$ cat config.mk
export PLATFORM = sky130hd
export DESIGN_NAME = inv_sub_bytes_iter
export DESIGN_NICKNAME = d
export VERILOG_FILES = /design/src/rtl/inv_sub_bytes_iter.sv
export SDC_FILE = /design/constraint.sdc
export NUM_CORES = 1
export LEC_CHECK = 0
export ABC_AREA = 1
export CORE_ASPECT_RATIO = 0.9
export CORE_MARGIN = 2
export CORE_UTILIZATION = 40
export CTS_CLUSTER_SIZE = 20
export DETAILED_ROUTE_END_ITERATION = 16
export MAX_ROUTING_LAYER = met4
export SYNTH_ARGS = -nofsm -noshare
export SYNTH_HDL_FRONTEND = slang
export SYNTH_SLANG_ARGS = --single-unit
export TNS_END_PERCENT = 30
$ cat constraint.sdc
create_clock -name clk -period 4.19 [get_ports clk]
set_clock_uncertainty 0.2 [all_clocks]
set_input_delay 0.6285 -clock clk [delete_from_list [all_inputs] [get_ports clk]]
set_output_delay 0.6285 -clock clk [all_outputs]
set_load 0.02 [all_outputs]
$ cat src/rtl/inv_sub_bytes_iter.sv
// rtl/inv_sub_bytes_iter.sv - Iterative AES InvSubBytes stage, BPC bytes substituted per clock
//
// Purpose: applies the FIPS-197 inverse S-box to all 16 bytes of a 128-bit
// decryption state over NC = 16/BPC cycles, sharing BPC S-box lookups.
//
// Ports:
//   clk        rising-edge clock
//   rst        synchronous active-high reset
//   din        state from invShiftRows, byte i = din[8i+7:8i]
//   in_valid   din valid
//   in_ready   block can accept din this cycle
//   dout       substituted state (partially substituted outside DONE)
//   out_valid  dout valid
//   out_ready  downstream accepts dout
//   busy       high while bytes are being substituted

module inv_sbox (
   input  logic [7:0] a_i,
   output logic [7:0] y_o
);
   localparam logic [7:0] INV_SBOX [256] = '{
      8'h52, 8'h09, 8'h6a, 8'hd5, 8'h30, 8'h36, 8'ha5, 8'h38, 8'hbf, 8'h40, 8'ha3, 8'h9e, 8'h81, 8'hf3, 8'hd7, 8'hfb,
      8'h7c, 8'he3, 8'h39, 8'h82, 8'h9b, 8'h2f, 8'hff, 8'h87, 8'h34, 8'h8e, 8'h43, 8'h44, 8'hc4, 8'hde, 8'he9, 8'hcb,
      8'h54, 8'h7b, 8'h94, 8'h32, 8'ha6, 8'hc2, 8'h23, 8'h3d, 8'hee, 8'h4c, 8'h95, 8'h0b, 8'h42, 8'hfa, 8'hc3, 8'h4e,
      8'h08, 8'h2e, 8'ha1, 8'h66, 8'h28, 8'hd9, 8'h24, 8'hb2, 8'h76, 8'h5b, 8'ha2, 8'h49, 8'h6d, 8'h8b, 8'hd1, 8'h25,
      8'h72, 8'hf8, 8'hf6, 8'h64, 8'h86, 8'h68, 8'h98, 8'h16, 8'hd4, 8'ha4, 8'h5c, 8'hcc, 8'h5d, 8'h65, 8'hb6, 8'h92,
      8'h6c, 8'h70, 8'h48, 8'h50, 8'hfd, 8'hed, 8'hb9, 8'hda, 8'h5e, 8'h15, 8'h46, 8'h57, 8'ha7, 8'h8d, 8'h9d, 8'h84,
      8'h90, 8'hd8, 8'hab, 8'h00, 8'h8c, 8'hbc, 8'hd3, 8'h0a, 8'hf7, 8'he4, 8'h58, 8'h05, 8'hb8, 8'hb3, 8'h45, 8'h06,
      8'hd0, 8'h2c, 8'h1e, 8'h8f, 8'hca, 8'h3f, 8'h0f, 8'h02, 8'hc1, 8'haf, 8'hbd, 8'h03, 8'h01, 8'h13, 8'h8a, 8'h6b,
      8'h3a, 8'h91, 8'h11, 8'h41, 8'h4f, 8'h67, 8'hdc, 8'hea, 8'h97, 8'hf2, 8'hcf, 8'hce, 8'hf0, 8'hb4, 8'he6, 8'h73,
      8'h96, 8'hac, 8'h74, 8'h22, 8'he7, 8'had, 8'h35, 8'h85, 8'he2, 8'hf9, 8'h37, 8'he8, 8'h1c, 8'h75, 8'hdf, 8'h6e,
      8'h47, 8'hf1, 8'h1a, 8'h71, 8'h1d, 8'h29, 8'hc5, 8'h89, 8'h6f, 8'hb7, 8'h62, 8'h0e, 8'haa, 8'h18, 8'hbe, 8'h1b,
      8'hfc, 8'h56, 8'h3e, 8'h4b, 8'hc6, 8'hd2, 8'h79, 8'h20, 8'h9a, 8'hdb, 8'hc0, 8'hfe, 8'h78, 8'hcd, 8'h5a, 8'hf4,
      8'h1f, 8'hdd, 8'ha8, 8'h33, 8'h88, 8'h07, 8'hc7, 8'h31, 8'hb1, 8'h12, 8'h10, 8'h59, 8'h27, 8'h80, 8'hec, 8'h5f,
      8'h60, 8'h51, 8'h7f, 8'ha9, 8'h19, 8'hb5, 8'h4a, 8'h0d, 8'h2d, 8'he5, 8'h7a, 8'h9f, 8'h93, 8'hc9, 8'h9c, 8'hef,
      8'ha0, 8'he0, 8'h3b, 8'h4d, 8'hae, 8'h2a, 8'hf5, 8'hb0, 8'hc8, 8'heb, 8'hbb, 8'h3c, 8'h83, 8'h53, 8'h99, 8'h61,
      8'h17, 8'h2b, 8'h04, 8'h7e, 8'hba, 8'h77, 8'hd6, 8'h26, 8'he1, 8'h69, 8'h14, 8'h63, 8'h55, 8'h21, 8'h0c, 8'h7d
   };

   assign y_o = INV_SBOX[a_i];
endmodule

module inv_sub_bytes_iter #(
   parameter int BPC = 4
) (
   input  logic         clk,
   input  logic         rst,
   input  logic [127:0] din,
   input  logic         in_valid,
   output logic         in_ready,
   output logic [127:0] dout,
   output logic         out_valid,
   input  logic         out_ready,
   output logic         busy
);
   localparam int NC = 16 / BPC;
   localparam int CW = (NC > 1) ? $clog2(NC) : 1;

   if (BPC != 1 && BPC != 2 && BPC != 4 && BPC != 8 && BPC != 16) begin : g_bad_bpc
      $error("inv_sub_bytes_iter: BPC must be 1, 2, 4, 8 or 16");
   end

   typedef enum logic [1:0] {IDLE, BUSY, DONE} state_e;

   state_e          state_q;
   logic [127:0]    st_q;
   logic [127:0]    st_d;
   logic [CW-1:0]   cnt_q;
   logic            out_valid_q;
   logic            busy_q;

   logic [3:0]      byte_idx [BPC];
   logic [7:0]      sb_in    [BPC];
   logic [7:0]      sb_out   [BPC];

   // Byte lane k of this cycle covers state byte cnt*BPC+k (ascending order).
   always_comb begin
      for (int k = 0; k < BPC; k++) begin
         byte_idx[k] = 4'(int'(cnt_q) * BPC + k);
         sb_in[k]    = st_q[{byte_idx[k], 3'b000} +: 8];
      end
   end

   for (genvar k = 0; k < BPC; k++) begin : g_sbox
      inv_sbox u_inv_sbox (
         .a_i (sb_in[k]),
         .y_o (sb_out[k])
      );
   end

   always_comb begin
      st_d = st_q;
      for (int k = 0; k < BPC; k++) begin
         st_d[{byte_idx[k], 3'b000} +: 8] = sb_out[k];
      end
   end

   // In DONE the slot frees on the same edge the result is taken.
   assign in_ready  = (state_q == IDLE) || ((state_q == DONE) && out_ready);
   assign dout      = st_q;
   assign out_valid = out_valid_q;
   assign busy      = busy_q;

   always_ff @(posedge clk) begin
      if (rst) begin
         state_q     <= IDLE;
         st_q        <= '0;
         cnt_q       <= '0;
         out_valid_q <= 1'b0;
         busy_q      <= 1'b0;
      end else begin
         case (state_q)
            IDLE: begin
               if (in_valid) begin
                  st_q    <= din;
                  cnt_q   <= '0;
                  state_q <= BUSY;
                  busy_q  <= 1'b1;
               end
            end
            BUSY: begin
               st_q  <= st_d;
               cnt_q <= cnt_q + 1'b1;
               if (cnt_q == CW'(NC - 1)) begin
                  state_q     <= DONE;
                  out_valid_q <= 1'b1;
                  busy_q      <= 1'b0;
               end
            end
            DONE: begin
               if (out_ready) begin
                  out_valid_q <= 1'b0;
                  if (in_valid) begin
                     st_q    <= din;
                     cnt_q   <= '0;
                     state_q <= BUSY;
                     busy_q  <= 1'b1;
                  end else begin
                     state_q <= IDLE;
                  end
               end
            end
            default: state_q <= IDLE;
         endcase
      end
   end
endmodule

==> flow_summary.json <==
{
  "fp.dieArea_um2": 49380,
  "outcome": "finished clean",
  "holdBufCountCts": 0,
  "yosysTopAreaCell": "nand3_1",
  "synth_top_area_share_pct": 21.50,
  "worstMarginPinSlew_ns": 1.073,
  "ir_drop_mv": 0.3449,
  "io_buffers": 262,
  "synth.distinct_cells": 40,
  "end_kind": "flop",
  "post-route-drc-count": 0,
  "drive_gt1_share_pct": 7.432,
  "antenna_found_initial": 4,
  "drv_slew": 0,
  "min_path_type": "flop to flop",
  "track_usage_pct": 46.98,
  "wire_per_inst_um": 26.55,
  "clock_latency_ns": 0.51,
  "route.vias.total": 28530,
  "critPathLaunchType": "flop",
  "core_um2": 46830,
  "dr.pass1.iters": 9,
  "synth_top_family_by_area": "simple AND/OR/NAND/NOR gates",
  "grtUsageMet3_pct": 14.73,
  "drt_wl_total_um": 115400,
  "syn_avg_cell_area_um2": 5.360,
  "synth_xor_area_share_pct": 0,
  "fp.dieW_um": 234.0,
  "cts_resized": 0,
  "period_minus_slack_ns": 4.001,
  "yosys-mux-area-fraction_pct": 0,
  "synthArstFlopShare_pct": 0,
  "io_pins": 263,
  "ant_nets": 0,
  "synth-edff-count": 0,
  "drv_cap": 0,
  "nNetsFinal": 3919,
  "fin_cells": 4347,
  "setup_viol": 0,
  "yosys_warnings": 0,
  "power_leakage_nw": 10.23,
  "grt_pass1_wl_um": 168900,
  "postCtsSetupBuffers": 0,
  "synthAdderAreaFrac_pct": 4.730,
  "required_ns": 4.42,
  "grt_pass1_vias": 26040,
  "met1_usage_pct": 58.62,
  "fin_ws_ns": 0.1887,
  "synth_compound_area_share_pct": 19.58,
  "path_class": "flop to flop",
  "crit_fanout": 23,
  "rsz0062_at_grt": "no",
  "drtIter0Drc": 5257,
  "use_met2_pct": 65.58,
  "initial_core_util_pct": 40.67,
  "syn_area_um2": 19040,
  "viasPerCell": 6.563,
  "yosys-top-cells-area": "nand3_1, nand2_1, dfxtp_1, a21oi_1, o21ai_0",
  "clk_pin_slew_ns": 0.08,
  "synth_nets": 3757,
  "p_comb_share_pct": 71.5,
  "grt_max_degree": 98,
  "synth_top_flop_cell": "dfxtp_1",
  "max_clock_freq_mhz": 249.9,
  "clock-sinks": 134,
  "cp.arrival_ns": 4.23,
  "busiest_layer": "met2",
  "gp_congestion": 1.125,
  "rows": 75,
  "netlist_instances": 3553,
  "die_y_um": 211.0,
  "p_int_w": 0.004646,
  "dpl.cell_count": 4312,
  "dp_hpwl_um": 83470,
  "relSlewSlack_pct": 28.32,
  "tns_ns": 0,
  "power_density_nw_per_um2": 485.6,
  "cts_root_buf": "clkbuf_16",
  "pre_cts_ws_ns": 0.4596,
  "tritoncts": "done",
  "htree_levels": 4,
  "cts_inserted_buffers": 17,
  "clk_path_buf_depth": 2,
  "layout_commonest_cell": "nand2_1",
  "hold_viol": 0,
  "yosys.area_share.simple_pct": 50.83,
  "switching_share_pct": 58.48,
  "p_sw_w": 0.006544,
  "overflow": 0,
  "synth_seq_cells": 134,
  "min_period_over_period_pct": 95.50,
  "seq_area_frac_synth_pct": 14.09,
  "area_growth_pct": 21.02,
  "pwr-share-seq_pct": 14.3,
  "p_clk_share_pct": 14.2,
  "layout_common_cells": "nand2_1, nand3_1, a21oi_1"
}
## layout make-up
| class | count | area, um2 |
|---|---|---|
| fillers | 5107 | 23780 |
| multi-input cells | 2949 | 14390 |
| repair buffers | 396 | 3791 |
| flip-flops and latches | 134 | 2688 |
| inverters | 217 | 820.8 |
| well taps | 616 | 770.7 |
| clock buffers | 17 | 425.4 |
| clock inverters | 14 | 152.6 |
| diodes | 4 | 10.01 |
## synthesized netlist by cell type, types with 6 or more instances
library cell and count:
buf_2 113, nor3_1 6, nand4_1 104, a21oi_1 374, a31oi_1 8, inv_1 186
nor2_2 9, buf_1 13, o21ai_1 19, nor2_1 217, nand2_1 965, clkbuf_1 94
nand2_2 23, o22ai_1 6, o211ai_1 38, ha_1 72, buf_6 6, dfxtp_1 134
nand3_1 818, nand3b_1 8, inv_2 31, o21ai_0 239, or2_2 18, buf_4 27
## critical path, stage by stage (launching register included)
cell and delay (ns):
dfxtp_4 0.44, inv_4 0.24, buf_12 0.22, buf_4 0.17, nand2_1 0.07, nand3_1 0.09, nand2_2 0.21, buf_4 0.24
ha_1 0.27, nand3b_1 0.46, nand3_1 0.21, nand4_1 0.10, nand2_1 0.08, nand3_1 0.20, nand3_1 0.21, nand2_1 0.08
nor2_2 0.16, nand3_1 0.10, a21oi_1 0.17
## metal layers
metal,part of all wire [%],up-vias
met3,15,587
met4,7.3,0
met5,0,-
li1,-,12450
met2,41,2664
met1,37,12830
## flip-flops by register name, summed over array words and instances (netlist names)
signal	flops
dout	128
cnt_q	2
state_q	2
busy	1
out_valid	1
## stage by stage
step | utilization (%) | hold slack (ns) | area [um2] | total power (W)
3_3_place_gp | 47.96 | 0.2705 | 22460 | 0.009336
4_1_cts | 49.20 | 0.2908 | 23040 | 0.01077
2_1_floorplan | - | 0.3434 | 19040 | 0.006381
3_5_place_dp | 47.96 | 0.2785 | 22460 | 0.009166
5_1_grt | 49.22 | 0.3115 | 23050 | 0.01169
6_report | 49.22 | 0.2896 | 23050 | 0.01119
## final timing paths
| kind | to | cells past startpoint | start | slack (ns) |
|---|---|---|---|---|
| max reg2reg | dout[38] | 18 | cnt_q[0] | 0.19 |
| min reg2reg | out_valid | 2 | out_valid | 0.29 |
| max | dout[38] | 18 | cnt_q[0] | 0.19 |
| min | out_valid | 2 | out_valid | 0.29 |
## power groups by stage
stage / Sequential (W) / Clock, W / Combinational (W)
4_1_cts: 0.00159 / 0.00159 / 0.00758
5_1_grt: 0.00161 / 0.00163 / 0.00845
3_3_place_gp: 0.00162 / 0 / 0.00772
2_1_floorplan: 0.00175 / 0 / 0.00463
3_5_place_dp: 0.00161 / 0 / 0.00755
6_report: 0.00160 / 0.00159 / 0.00800
## logic make-up after synthesis
logic type / after synthesis
adder cells (fa/ha/maj): 72
AND/OR/NAND/NOR: 2180
buffers and inverters: 470
AO/OA/AOI/OAI: 697
flip-flops: 134
Power figures use the tool's default switching activity.
